$ cat config.mk
export PLATFORM = sky130hd
export DESIGN_NAME = as_gpio_arb
export DESIGN_NICKNAME = d
export VERILOG_FILES = /design/src/rtl/as_pack.sv /design/src/rtl/as_rr_arb.sv /design/src/rtl/as_gpio_arb.sv
export SDC_FILE = /design/constraint.sdc
export NUM_CORES = 1
export LEC_CHECK = 0
export CAP_MARGIN = 40
export CELL_PAD_IN_SITES_DETAIL_PLACEMENT = 0
export CELL_PAD_IN_SITES_GLOBAL_PLACEMENT = 2
export CORE_MARGIN = 3
export CORE_UTILIZATION = 24
export DETAILED_ROUTE_END_ITERATION = 10
export PLACE_DENSITY = 0.89
export SYNTH_ARGS = -nofsm -noshare
export SYNTH_HDL_FRONTEND = slang
export SYNTH_SLANG_ARGS = --single-unit
$ cat constraint.sdc
create_clock -name clk_i -period 1.96 [get_ports clk_i]
set_input_delay 0.294 -clock clk_i [delete_from_list [all_inputs] [get_ports clk_i]]
set_output_delay 0.294 -clock clk_i [all_outputs]
set_load 0.02 [all_outputs]
$ cat src/rtl/as_pack.sv
// -----------------------------------------------------------------------------
// as_pack
// Shared constants and types for the GPIO arbiter slice.
//   nr_gpios         : width of the GPIO data bus driven to the pads
//   gpio_addr_width  : width of the GPIO address bus
//   gpio_arb_state_t : arbiter FSM state encoding
//   max_int          : elaboration-time helper for counter sizing
// -----------------------------------------------------------------------------
package as_pack;

  localparam int nr_gpios        = 8;
  localparam int gpio_addr_width = 4;

  typedef enum logic [1:0] {
    ST_IDLE  = 2'd0,
    ST_DRIVE = 2'd1,
    ST_GAP   = 2'd2
  } gpio_arb_state_t;

  function automatic int max_int(input int a, input int b);
    return (a > b) ? a : b;
  endfunction

endpackage

$ cat src/rtl/as_rr_arb.sv
// -----------------------------------------------------------------------------
// as_rr_arb
// Round-robin picker with its own last-grant pointer.
//   clk_i          : clock
//   rstn_i         : asynchronous active-low reset (pointer -> NR_REQ-1)
//   req_i          : request vector
//   update_i       : commit the current grant as the new last-grant
//   grant_onehot_o : combinational one-hot pick, searching from last+1
// -----------------------------------------------------------------------------
module as_rr_arb #(
  parameter int NR_REQ = 2
) (
  input  logic              clk_i,
  input  logic              rstn_i,
  input  logic [NR_REQ-1:0] req_i,
  input  logic              update_i,
  output logic [NR_REQ-1:0] grant_onehot_o
);

  localparam int IW = (NR_REQ > 1) ? $clog2(NR_REQ) : 1;
  localparam logic [IW-1:0] LAST_RST = IW'(NR_REQ - 1);

  logic [IW-1:0] last_q, last_d;
  logic [IW-1:0] idx;
  logic          found;

  always_comb begin
    grant_onehot_o = '0;
    found          = 1'b0;
    idx            = '0;
    for (int i = 1; i <= NR_REQ; i++) begin
      idx = IW'((int'(last_q) + i) % NR_REQ);
      if (!found && req_i[idx]) begin
        grant_onehot_o[idx] = 1'b1;
        found               = 1'b1;
      end
    end
  end

  always_comb begin
    last_d = last_q;
    if (update_i) begin
      for (int i = 0; i < NR_REQ; i++) begin
        if (grant_onehot_o[i]) last_d = IW'(i);
      end
    end
  end

  always_ff @(posedge clk_i or negedge rstn_i) begin
    if (!rstn_i) last_q <= LAST_RST;
    else         last_q <= last_d;
  end

endmodule

$ cat src/rtl/as_gpio_arb.sv
// -----------------------------------------------------------------------------
// as_gpio_arb
// Shares one GPIO output port between NR_REQ requesters. One transaction is
// accepted in IDLE, driven with cs for CS_LEN cycles, then followed by GAP_LEN
// idle cycles.
//   clk_i, rstn_i : clock, asynchronous active-low reset
//   req_valid_i   : per-requester write request
//   req_addr_i    : per-requester address, slice k = requester k
//   req_data_i    : per-requester data, slice k = requester k
//   req_ready_o   : one-hot accept (combinational, IDLE only)
//   grant_o       : one-hot owner during DRIVE
//   gpio_o        : latched data
//   gpio_oe_o     : pad output enable
//   gpio_addr_o   : latched address
//   cs_o          : chip-select strobe
//   busy_o        : high outside IDLE
//
// state    | meaning
// ST_IDLE  | waiting for a valid requester, ready offered to the RR pick
// ST_DRIVE | cs/oe high, latched data on the pads
// ST_GAP   | enforced idle between transactions
// -----------------------------------------------------------------------------
module as_gpio_arb
  import as_pack::*;
#(
  parameter int NR_REQ  = 2,
  parameter int CS_LEN  = 2,
  parameter int GAP_LEN = 1
) (
  input  logic                              clk_i,
  input  logic                              rstn_i,
  input  logic [NR_REQ-1:0]                 req_valid_i,
  input  logic [NR_REQ*gpio_addr_width-1:0] req_addr_i,
  input  logic [NR_REQ*nr_gpios-1:0]        req_data_i,
  output logic [NR_REQ-1:0]                 req_ready_o,
  output logic [NR_REQ-1:0]                 grant_o,
  output logic [nr_gpios-1:0]               gpio_o,
  output logic                              gpio_oe_o,
  output logic [gpio_addr_width-1:0]        gpio_addr_o,
  output logic                              cs_o,
  output logic                              busy_o
);

  localparam int CNT_W = $clog2(max_int(CS_LEN, GAP_LEN) + 1);
  localparam int IW    = (NR_REQ > 1) ? $clog2(NR_REQ) : 1;
  localparam logic [CNT_W-1:0] CS_LOAD  = CNT_W'(CS_LEN - 1);
  localparam logic [CNT_W-1:0] GAP_LOAD = (GAP_LEN > 0) ? CNT_W'(GAP_LEN - 1) : '0;

  gpio_arb_state_t state_q, state_d;
  logic [CNT_W-1:0]           cnt_q, cnt_d;
  logic [NR_REQ-1:0]          grant_q, grant_d;
  logic [nr_gpios-1:0]        gpio_q;
  logic [gpio_addr_width-1:0] addr_q;
  logic                       cs_q;
  logic                       oe_q;

  logic [NR_REQ-1:0] rr_gnt;
  logic              accept;
  logic              update;
  logic [IW-1:0]     sel;

  logic [nr_gpios-1:0]        data_arr [NR_REQ];
  logic [gpio_addr_width-1:0] addr_arr [NR_REQ];

  for (genvar g = 0; g < NR_REQ; g++) begin : g_slice
    assign data_arr[g] = req_data_i[g*nr_gpios +: nr_gpios];
    assign addr_arr[g] = req_addr_i[g*gpio_addr_width +: gpio_addr_width];
  end

  as_rr_arb #(.NR_REQ(NR_REQ)) u_rr (
    .clk_i          (clk_i),
    .rstn_i         (rstn_i),
    .req_i          (req_valid_i),
    .update_i       (update),
    .grant_onehot_o (rr_gnt)
  );

  // Ready is masked by reset so no accept is ever offered while held in reset.
  assign req_ready_o = (state_q == ST_IDLE && rstn_i) ? rr_gnt : '0;
  assign accept      = |(req_valid_i & req_ready_o);
  assign busy_o      = (state_q != ST_IDLE);

  always_comb begin
    sel = '0;
    for (int i = 0; i < NR_REQ; i++) begin
      if (rr_gnt[i]) sel = IW'(i);
    end
  end

  always_comb begin
    state_d = state_q;
    cnt_d   = cnt_q;
    update  = 1'b0;
    case (state_q)
      ST_IDLE: begin
        if (accept) begin
          state_d = ST_DRIVE;
          cnt_d   = CS_LOAD;
          update  = 1'b1;
        end
      end
      ST_DRIVE: begin
        if (cnt_q == '0) begin
          if (GAP_LEN > 0) begin
            state_d = ST_GAP;
            cnt_d   = GAP_LOAD;
          end else begin
            state_d = ST_IDLE;
            cnt_d   = '0;
          end
        end else begin
          cnt_d = cnt_q - CNT_W'(1);
        end
      end
      ST_GAP: begin
        if (cnt_q == '0) state_d = ST_IDLE;
        else             cnt_d   = cnt_q - CNT_W'(1);
      end
      default: begin
        state_d = ST_IDLE;
        cnt_d   = '0;
      end
    endcase
  end

  always_comb begin
    grant_d = '0;
    if (accept)                   grant_d = rr_gnt;
    else if (state_d == ST_DRIVE) grant_d = grant_q;
  end

  always_ff @(posedge clk_i or negedge rstn_i) begin
    if (!rstn_i) begin
      state_q <= ST_IDLE;
      cnt_q   <= '0;
      grant_q <= '0;
      gpio_q  <= '0;
      addr_q  <= '0;
      cs_q    <= 1'b0;
      oe_q    <= 1'b0;
    end else begin
      state_q <= state_d;
      cnt_q   <= cnt_d;
      grant_q <= grant_d;
      cs_q    <= (state_d == ST_DRIVE);
      oe_q    <= (state_d == ST_DRIVE);
      if (accept) begin
        gpio_q <= data_arr[sel];
        addr_q <= addr_arr[sel];
      end
    end
  end

  assign grant_o     = grant_q;
  assign gpio_o      = gpio_q;
  assign gpio_addr_o = addr_q;
  assign cs_o        = cs_q;
  assign gpio_oe_o   = oe_q;

endmodule

After elaboration in Yosys (flattened, before gate mapping)
Index checks and enable logic that the tools add are counted.
Cells by class
  add/subtract/negate cells: 3
  order comparisons: 5
  eq/ne operators: 6
  multiplexer cells: 33
  bitwise gates (word level): 3
  reduce and logical (&&, ||, !) cells: 12
Operator list (number)
  $mux W8: 3
  $mux W2: 11
  $mux W1: 12
  $mux W4: 3
  $pmux W2 S3: 2
  $ne A2 B2 Y1 const B: 3
  $eq A2 B1 Y1 const B: 2
  $logic_and A1 B1 Y1: 4
  $logic_not A2 Y1: 2
  $lt A1 B2 Y1 const B: 2
  $reduce_and A2 Y1: 2
  $reduce_bool A2 Y1: 2
  $add A1 B1 Y1 const B: 2
  $and A2 B2 Y2: 1
  $demux W1 S1: 2
  $eq A2 B2 Y1 const B: 1
  $ge A1 B1 Y1 const B: 2
  $ge A2 B2 Y1 const B: 1
  $not A1 Y2: 1
  $or A2 B2 Y2: 1
  $reduce_or A2 Y1: 1
  $sub A2 B1 Y2 const B: 1
  $logic_not A1 Y1: 1
Storage, ports and cells
  bits in registers: 20
  input bits: 28
  output and inout port bits: 19
  logic and storage cells: 69

Longest topological paths before layout
Gate-level depths: netlist of the first run.
  depth in word-level cells: 16
  depth in mapped cells: 6
  mapped depth without buffers: 5

By module
From an unflattened synthesis of the first run, not the netlist that was laid out.
Unflattened totals
  cells, all modules: 86
  area total of the unflattened synthesis: 1089.8 µm²
Modules (own cells, without submodules)
  as_gpio_arb: instances 1, cells each 80, area each 1033.5 µm², sequential area each 475.5 µm²
  as_rr_arb: instances 1, cells each 6, area each 56.3 µm², sequential area each 26.3 µm²

Least setup slack after synthesis of the first run
OpenSTA, ideal clock, no wires.
  kind: register -> output
  start point: register state_q[1]
  end point: output port req_ready_o[1]
  arrival time: 1320 ps
  required time: 1666 ps
  path slack: 346 ps
  cell stages (with the launch flop): 5
  buffers on the path: 2
  path through: dfrtp_1 buf_6 or3b_4 buf_6 nor2_1
On the way
  word-level cells in the longest chain between the ends: 3
Ends and longest elaborated chain
  from (decl): RTL line as_gpio_arb.sv:49  | gpio_arb_state_t state_q, state_d;
  from (signal assigned): RTL line as_gpio_arb.sv:142  | state_q <= state_d;
  $logic_not A2 Y1: RTL line as_gpio_arb.sv:79  | assign req_ready_o = (state_q == ST_IDLE && rstn_i) ? rr_gnt : '0;
  $logic_and A1 B1 Y1: RTL line as_gpio_arb.sv:79
  $mux W2: RTL line as_gpio_arb.sv:79
  to (decl): RTL line as_gpio_arb.sv:35  | output logic [NR_REQ-1:0] req_ready_o,
No other way between the ends.

Worst setup path in the final report of the first run
  start point: input port rstn_i
  end point: output port req_ready_o[1]
On the way
  word-level cells in the longest chain between the ends: 2
Ends and longest elaborated chain
  from (decl): RTL line as_gpio_arb.sv:31  | input logic rstn_i,
  $logic_and A1 B1 Y1: RTL line as_gpio_arb.sv:79
  $mux W2: RTL line as_gpio_arb.sv:79
No other way between the ends.

==> impl_metrics.toml, run 1 <==
[status]
status = "finished clean"

[critical_path]
cp_max_fo = 3
path_class = "in2out"
reg2reg_depth = 4
required_ns = 1.67
rrSetupSlack_ns = 0.34
endpoint_kind = "output port"
startpoint_type = "input port"
rr_endpoint = "gpio_o[0]"
crit_start = "rstn_i"
reg2reg_from = "state_q[1]"
crit_arrival_ns = 1.54
endpoint = "req_ready_o[1]"

[finish]
insertedDiodeCount = 0
postLayoutCoreUtil_pct = 40.43
regArea_sq_um = 501.7
fin_nets = 178
syn_to_final_growth_pct = 60.46
finalNonFillerCells = 196
drive_gt1_share_pct = 25.34
multi_input_area_sq_um = 451.7
nFillCells = 390

[sta]
period_share_pct = 93.68
fmax_mhz = 544.6
skew_ns = 0.006749
tightest_slew_ns = 0.3520
hold_violations = 0
grt_setup_unrepaired = "false"
postLayoutSetupSlackWorst_ns = 0.1238
max_slew_margin_pct = 76.29
period_needed_ns = 1.836
setup_viol = 0
maxSlewViolCount = 0
finalSetupTns_ns = 0

[global_routing]
grt_max_degree = 16
antenna_found_initial = 0
gr-total-overflow = 0
grt_pass1_wl_um = 4671
grt_pass1_vias = 982
grt.total_usage_pct = 11.81

[cts]
htreeDepth = 1
cts-root-buf = "clkbuf_8"
ctsHoldBuffers = 0
clock_latency_ns = 0.26
cts.clk_slew.worst_paths_ns = 0.08
cts_buffer_depth = 2
clock-sinks = 20
cts_tree = "done"
cts_made_buffers = 3
post-cts-setup-buffer-count = 0
cts_resized = 5

[floorplan]
io_pins = 47
start_util_pct = 25.19
die_h_um = 71.27
rows = 23
dieArea_sq_um = 5079
die_w_um = 71.27
core_area_sq_um = 4058

[placed_design]
pre_cts_slack_ns = -0.3063
place.gp.congestion = 0.7583
portBuffers = 46
hpwl_um = 2182
place_inst = 192

[pwr]
vdd_drop_max_mv = 0.4888
power_mw = 2.289
p_leak_nw = 0.6699
cellPowerDensity_nw_per_um2 = 1395

[drt]
wirelength_um = 2885
drc_errors = 0
viasPerCell = 4.765
drt_iter0_markers = 63
first_pass_iters = 4
postRouteAntennaNets = 0
dr_total_vias = 934
avgRoutedWirePerCell_um = 14.72

[yosys]
syn_inst = 90
synth_common_cells = "19 x dfrtp_1, 12 x o221a_2, 12 x or3_1, 6 x inv_1, 5 x nand2b_1"
syn_nets = 121
synthTopCellsByArea = "dfrtp_1 47%, o221a_2 13%, or3_1 7.3%"
synth_most_common_cell = "dfrtp_1"
synthArstFlopShare_pct = 100.0
synth_area_leader_cell = "dfrtp_1"
synth_area_sq_um = 1022
yosys_register_bits = 20
synthFlopType = "dfrtp_1"
yosys.cell_types.count = 28
synth_warnings = 0
postSynthAreaPerCell_sq_um = 11.36
synth_seq_area_share_pct = 49.08
synth_edf_count = 0
synth_top_area_share_pct = 46.51

[worst_hold_path]
hp-class = "in2async"

[job]
cap_viol_max_count = 0
==> flip-flops by register name (all words and copies together) (netlist names) <==
name / flops
gpio_oe_o: 1
state_q: 2
cnt_q: 2
u_rr.last_q: 1
grant_o: 2
gpio_o: 8
gpio_addr_o: 4
==> placed cells by master (no fill, tap or decap), types with 2 or more instances in the layout <==
| cell | netlist | final |
|---|---|---|
| buf_4 | 1 | 13 |
| clkdlybuf4s50_1 | 0 | 43 |
| o221a_2 | 12 | 12 |
| or3_1 | 12 | 12 |
| ha_1 | 3 | 3 |
| clkbuf_8 | 0 | 4 |
| nand3b_1 | 2 | 2 |
| dfrtp_1 | 19 | 19 |
| o21ai_0 | 4 | 4 |
| inv_1 | 6 | 6 |
| a21oi_1 | 2 | 2 |
| nand2b_1 | 5 | 5 |
| nor2_1 | 4 | 4 |
==> worst min path at each step <==
| stage | endpoint | startpoint | depth (start not counted) | slack [ns] |
|---|---|---|---|---|
| 6_report | grant_o[1] | rstn_i | 2 | 0.43 |
| 3_5_place_dp | grant_o[0] | grant_o[0] | 2 | 0.53 |
| 5_1_grt | state_q[1] | rstn_i | 2 | 0.45 |
| 3_3_place_gp | u_rr.last_q | u_rr.last_q | 2 | 0.52 |
| 2_1_floorplan | cnt_q[0] | rstn_i | 0 | -0.002 |
| 4_1_cts | state_q[1] | rstn_i | 2 | 0.44 |
==> metal layers <==
metal / vias to the layer above / GRT usage, % / wire (um)
li1: 445 / - / -
met1: 458 / 14.83 / 1242
met2: 28 / 19.49 / 1470
met3: 3 / 3.086 / 142
met4: 0 / 4.384 / 30
met5: - / 0 / 0
==> stage by stage <==
stage,area (sq um),hold slack [ns]
6_report,1640,0.4254
5_1_grt,1640,0.4518
4_1_cts,1650,0.4380
3_5_place_dp,1597,0.5258
3_3_place_gp,1597,0.5194
2_1_floorplan,1022,-0.001591
==> critical path, cell delays in order <==
cell and delay, ns:
clkdlybuf4s50_1 0.51, or3b_4 0.39, nor2_1 0.15, buf_2 0.19
==> report_power, final <==
group / leakage [nW] / switching [mW] / internal, mW
Combinational: 0.409 / 0.580 / 0.658
Clock: 0.0288 / 0.144 / 0.179
Sequential: 0.232 / 0.121 / 0.606
Total: 0.670 / 0.846 / 1.44
==> logic make-up after synthesis <==
| family | after synthesis | synth area share, % |
|---|---|---|
| xor+xnor | 1 | 0.8569 |
| compound gates | 24 | 20.81 |
| fa+ha+maj | 3 | 3.672 |
| simple gates | 27 | 16.77 |
| buf+inv | 13 | 6.731 |
| mux | 2 | 2.081 |
| flops | 20 | 49.08 |
==> layout make-up <==
cell class	count	share of cell area, %
tap	50	3.814
multi-input combinational	57	27.54
clock buffer	4	3.356
inverter	6	1.373
timing repair buffer	59	33.33
sequential	20	30.59
Note: power is estimated with default switching activity, not from simulation.
==> inputs of run 2 (changes only) <==
--- a/config.mk
+++ b/config.mk
@@ -9,9 +9,9 @@
 export CELL_PAD_IN_SITES_DETAIL_PLACEMENT = 0
 export CELL_PAD_IN_SITES_GLOBAL_PLACEMENT = 2
 export CORE_MARGIN = 3
-export CORE_UTILIZATION = 24
+export CORE_UTILIZATION = 22
 export DETAILED_ROUTE_END_ITERATION = 10
-export PLACE_DENSITY = 0.89
+export PLACE_DENSITY = 0.86
 export SYNTH_ARGS = -nofsm -noshare
 export SYNTH_HDL_FRONTEND = slang
 export SYNTH_SLANG_ARGS = --single-unit
==> constraint.sdc (replaced) <==
create_clock -name clk_i -period 1.5 [get_ports clk_i]
set_input_delay 0.225 -clock clk_i [delete_from_list [all_inputs] [get_ports clk_i]]
set_output_delay 0.225 -clock clk_i [all_outputs]
set_load 0.02 [all_outputs]
==> impl_metrics.toml, run 2 (synthesis gave the netlist of run 1 again) <==
[status]
status = "complete, but fails checks"
violations = "negative setup slack"

[sta]
finalSetupTns_ns = -1.088
fmax_mhz = 629.2
hold_violations = 0
period_share_pct = 106.0
maxSlewViolCount = 0
grt_setup_unrepaired = "true"
setup_viol = 15
tightest_slew_ns = 0.3161
skew_ns = 0.009799
max_slew_margin_pct = 78.70
period_needed_ns = 1.589
postLayoutSetupSlackWorst_ns = -0.08938

[finish]
finalNonFillerCells = 203
insertedDiodeCount = 0
postLayoutCoreUtil_pct = 39.63
final_cell_mix = "35 x clkdlybuf4s50_1, 19 x dfrtp_1, 15 x buf_4"
drive_gt1_share_pct = 29.80
syn_to_final_growth_pct = 71.11
fin_nets = 183
final_common_cell = "clkdlybuf4s50_1"
largest_reg_flops = 8

[floorplan]
rows = 24
dieArea_sq_um = 5500
die_w_um = 74.17
io_pins = 47
die_h_um = 74.17
core_area_sq_um = 4414
start_util_pct = 23.16

[critical_path]
startpoint_type = "flip-flop"
cp_max_fo = 13
endpoint_kind = "flip-flop"
rr_endpoint = "gpio_addr_o[2]"
crit_arrival_ns = 1.74
reg2reg_depth = 4
required_ns = 1.65
reg2reg_from = "state_q[0]"
path_class = "reg2reg"
rrSetupSlack_ns = -0.09

[pwr]
cellPowerDensity_nw_per_um2 = 1857
vdd_drop_max_mv = 0.4382
p_leak_nw = 0.7526

[cts]
cts-root-buf = "clkbuf_8"
ctsHoldBuffers = 0
cts_made_buffers = 3
htreeDepth = 1
clock_latency_ns = 0.26
cts_buffer_depth = 2
clock-sinks = 20
post-cts-setup-buffer-count = 0
cts_tree = "done"
cts.clk_slew.worst_paths_ns = 0.08

[drt]
postRouteAntennaNets = 0
first_pass_iters = 4
wirelength_um = 3011
drc_errors = 0
viasPerCell = 4.690
drt_iter0_markers = 58
dr_total_vias = 952
avgRoutedWirePerCell_um = 14.83

[global_routing]
grt_pass1_wl_um = 4823
grt_max_degree = 14
grt.total_usage_pct = 11.29
antenna_found_initial = 0
grt_pass1_vias = 1054
gr-total-overflow = 0

[placed_design]
place_inst = 199
pre_cts_slack_ns = -0.6116
hpwl_um = 2281
portBuffers = 46
place.gp.congestion = 0.8050

[job]
cap_viol_max_count = 0

[worst_hold_path]
hp-class = "in2async"
[run 2: worst max path at each step]
stage | startpoint | end
CTS | state_q[1] | gpio_addr_o[2]
global placement | rstn_i | req_ready_o[1]
global route | state_q[0] | gpio_o[1]
floorplan | state_q[1] | gpio_o[5]
finish | state_q[0] | gpio_addr_o[2]
detailed placement | rstn_i | req_ready_o[1]
[run 2: where the power goes]
part           switching [mW]  internal, mW
registers               0.160         0.792
clock network           0.186         0.356
logic                   0.795         0.958
total                    1.14          2.11
[run 2: layer usage]
metal	GRT usage (%)	share of wire [%]	routed length, um	vias up
li1	-	-	-	459
met3	3.514	6.0	182	4
met5	0	0	0	-
met1	12.59	40	1208	459
met4	3.421	0.83	25	0
met2	20.47	53	1594	30
[run 2: through the flow]
stage                     hold slack, ns  cell area [sq um]  total power [mW]
after floorplan                 -0.07059               1022             1.886
after global routing             0.07816               1749             3.460
after global placement            0.5176               1637             2.645
final                            0.06422               1749             3.249
after CTS                        0.07412               1728             3.281
after detailed placement          0.5314               1637             2.682
[run 2: cell type report]
class / instances / area [sq um]
inverter: 6 / 22.52
multi-input combinational: 57 / 461.7
tap: 52 / 65.06
sequential: 20 / 501.7
timing repair buffer: 64 / 626.9
clock inverter: 1 / 30.03
clock buffer: 3 / 41.29
fill: 434 / 2665
[run 2: worst max-delay path, cell delays in order, from the launching register on]
cell	delay, ns
dfrtp_1	0.41
or3b_4	0.43
buf_6	0.16
or3_1	0.34
o221a_2	0.13
[run 2: repair_timing]
action,in CTS,in global routing
setup endpoints to repair,16,24
gates resized for setup,24,9
pin swaps,0,4
==> inputs of run 3 (changes only) <==
--- a/config.mk
+++ b/config.mk
@@ -8,10 +8,10 @@
 export CAP_MARGIN = 40
 export CELL_PAD_IN_SITES_DETAIL_PLACEMENT = 0
 export CELL_PAD_IN_SITES_GLOBAL_PLACEMENT = 2
-export CORE_MARGIN = 3
 export CORE_UTILIZATION = 22
 export DETAILED_ROUTE_END_ITERATION = 10
 export PLACE_DENSITY = 0.86
+export SETUP_SLACK_MARGIN = 0.02
 export SYNTH_ARGS = -nofsm -noshare
 export SYNTH_HDL_FRONTEND = slang
 export SYNTH_SLANG_ARGS = --single-unit
==> impl_metrics.toml, run 3 (synthesis gave the netlist of run 1 again) <==
[sta]
period_share_pct = 104.3
hold_ws_ns = 0.08692
skew_ns = 0.002786
finalSetupTns_ns = -0.6430
max_slew_margin_pct = 81.79
period_needed_ns = 1.565
tightest_slew_ns = 0.2731
setup_viol = 13
maxSlewViolCount = 0
fmax_mhz = 639.0
hold_violations = 0
postLayoutSetupSlackWorst_ns = -0.06492
grt_setup_unrepaired = "true"

[status]
violations = "negative setup slack"
status = "complete, but fails checks"

[critical_path]
critPathMaxStageDelay_ns = 0.42
reg2reg_from = "state_q[0]"
crit_arrival_ns = 1.71
cp_slowest_cell = "or3b_4"
endpoint_kind = "flip-flop"
startpoint_type = "flip-flop"
cp_max_fo = 13
crit_start = "state_q[0]"
required_ns = 1.64
path_class = "reg2reg"
cp_cell_sequence = "or3b_4, buf_6, or3_1, o221a_2"

[cts]
cts.clk_slew.worst_paths_ns = 0.08
cts_made_buffers = 3
htreeDepth = 1
post-cts-setup-buffer-count = 0
ctsHoldBuffers = 0
cts_buffer_depth = 2
clock-sinks = 20
cts-root-buf = "clkbuf_8"
clock_latency_ns = 0.25
cts_tree = "done"

[floorplan]
die_w_um = 70.17
dieArea_sq_um = 4923
start_util_pct = 23.16
rows = 24
io_pins = 47
core_area_sq_um = 4414
die_h_um = 70.17

[pwr]
vdd_drop_max_mv = 0.4932
cellPowerDensity_nw_per_um2 = 1772
power_mw = 3.102
p_leak_nw = 0.8109

[drt]
first_pass_iters = 4
drc_errors = 0
dr_total_vias = 931
avgRoutedWirePerCell_um = 14.07
drt_iter0_markers = 55
viasPerCell = 4.586
wirelength_um = 2856
postRouteAntennaNets = 0

[finish]
drive_gt1_share_pct = 30.46
largest_reg_flops = 8
fin_nets = 183
insertedDiodeCount = 0
final_area_sq_um = 1750
final_cell_mix = "29 x clkdlybuf4s50_1, 19 x dfrtp_1, 15 x buf_4"
syn_to_final_growth_pct = 71.24
postLayoutCoreUtil_pct = 39.65
finalNonFillerCells = 203
final_common_cell = "clkdlybuf4s50_1"

[placed_design]
pre_cts_slack_ns = -0.6357
place_inst = 199
hpwl_um = 2197
portBuffers = 46
dpl_cell_area_sq_um = 1637
place.gp.congestion = 0.7816

[global_routing]
gr-total-overflow = 0
grt_pass1_wl_um = 4809
grt_max_degree = 14
antenna_found_initial = 0
grt.total_usage_pct = 12.17
grt_pass1_vias = 986

[job]
cap_viol_max_count = 0

[worst_hold_path]
hp-class = "in2async"
## run 3: cell types whose count changed in the layout (fill, tap and decap cells not counted)
cell             change
clkdlybuf4s50_1      -6
dlymetal6s2s_1       +6
bufinv_16            -1
clkbuf_8             +1
nor2_1               -1
nor2_2               +1
o21ai_0              -1
o21ai_1              +1
## run 3: path summary, 6_finish.rpt
| path | to | slack (ns) | cells after the start |
|---|---|---|---|
| hold reg to reg | grant_o[0] | 0.55 | 2 |
| max in group asynchronous | gpio_addr_o[0] | 1.15 | 3 |
| setup reg to reg | gpio_o[1] | -0.06 | 4 |
| min in group clk_i | grant_o[0] | 0.55 | 2 |
| setup / recovery | gpio_o[1] | -0.06 | 4 |
| hold / removal | cnt_q[0] | 0.09 | 2 |
## run 3: timing repair
| item | CTS | global route |
|---|---|---|
| endpoints found under the setup margin | 16 | 30 |
| gates cloned | 0 | 0 |
| pin swaps | 1 | 2 |
| gates resized for setup | 24 | 16 |
## run 3: layer usage
metal | global-route usage, % | part of all wire, %
met5 | 0 | 0
met4 | 2.000 | 0.49
met2 | 21.15 | 50
met3 | 2.020 | 3.4
met1 | 16.08 | 46
## run 3: worst max-delay path: cells and delay by family (launching register included)
family	cells	cell delay [ns]
buffers and inverters	1	0.16
AND/OR/NAND/NOR	2	0.77
AO/OA/AOI/OAI	1	0.13
flip-flops	1	0.39
## run 3: where the power goes
| group | leakage (nW) | internal (mW) | switching [mW] |
|---|---|---|---|
| combinational | 0.550 | 0.955 | 0.797 |
| clock | 0.0288 | 0.233 | 0.176 |
| sequential | 0.232 | 0.792 | 0.149 |
| total | 0.811 | 1.98 | 1.12 |
## run 3: cell type report
type | instances | area [sq um]
Sequential cell | 20 | 501.7
Multi-Input combinational cell | 57 | 464.2
Timing Repair Buffer | 64 | 641.9
Clock buffer | 4 | 55.05
Tap cell | 52 | 65.06
Inverter | 6 | 22.52
Fill cell | 424 | 2664
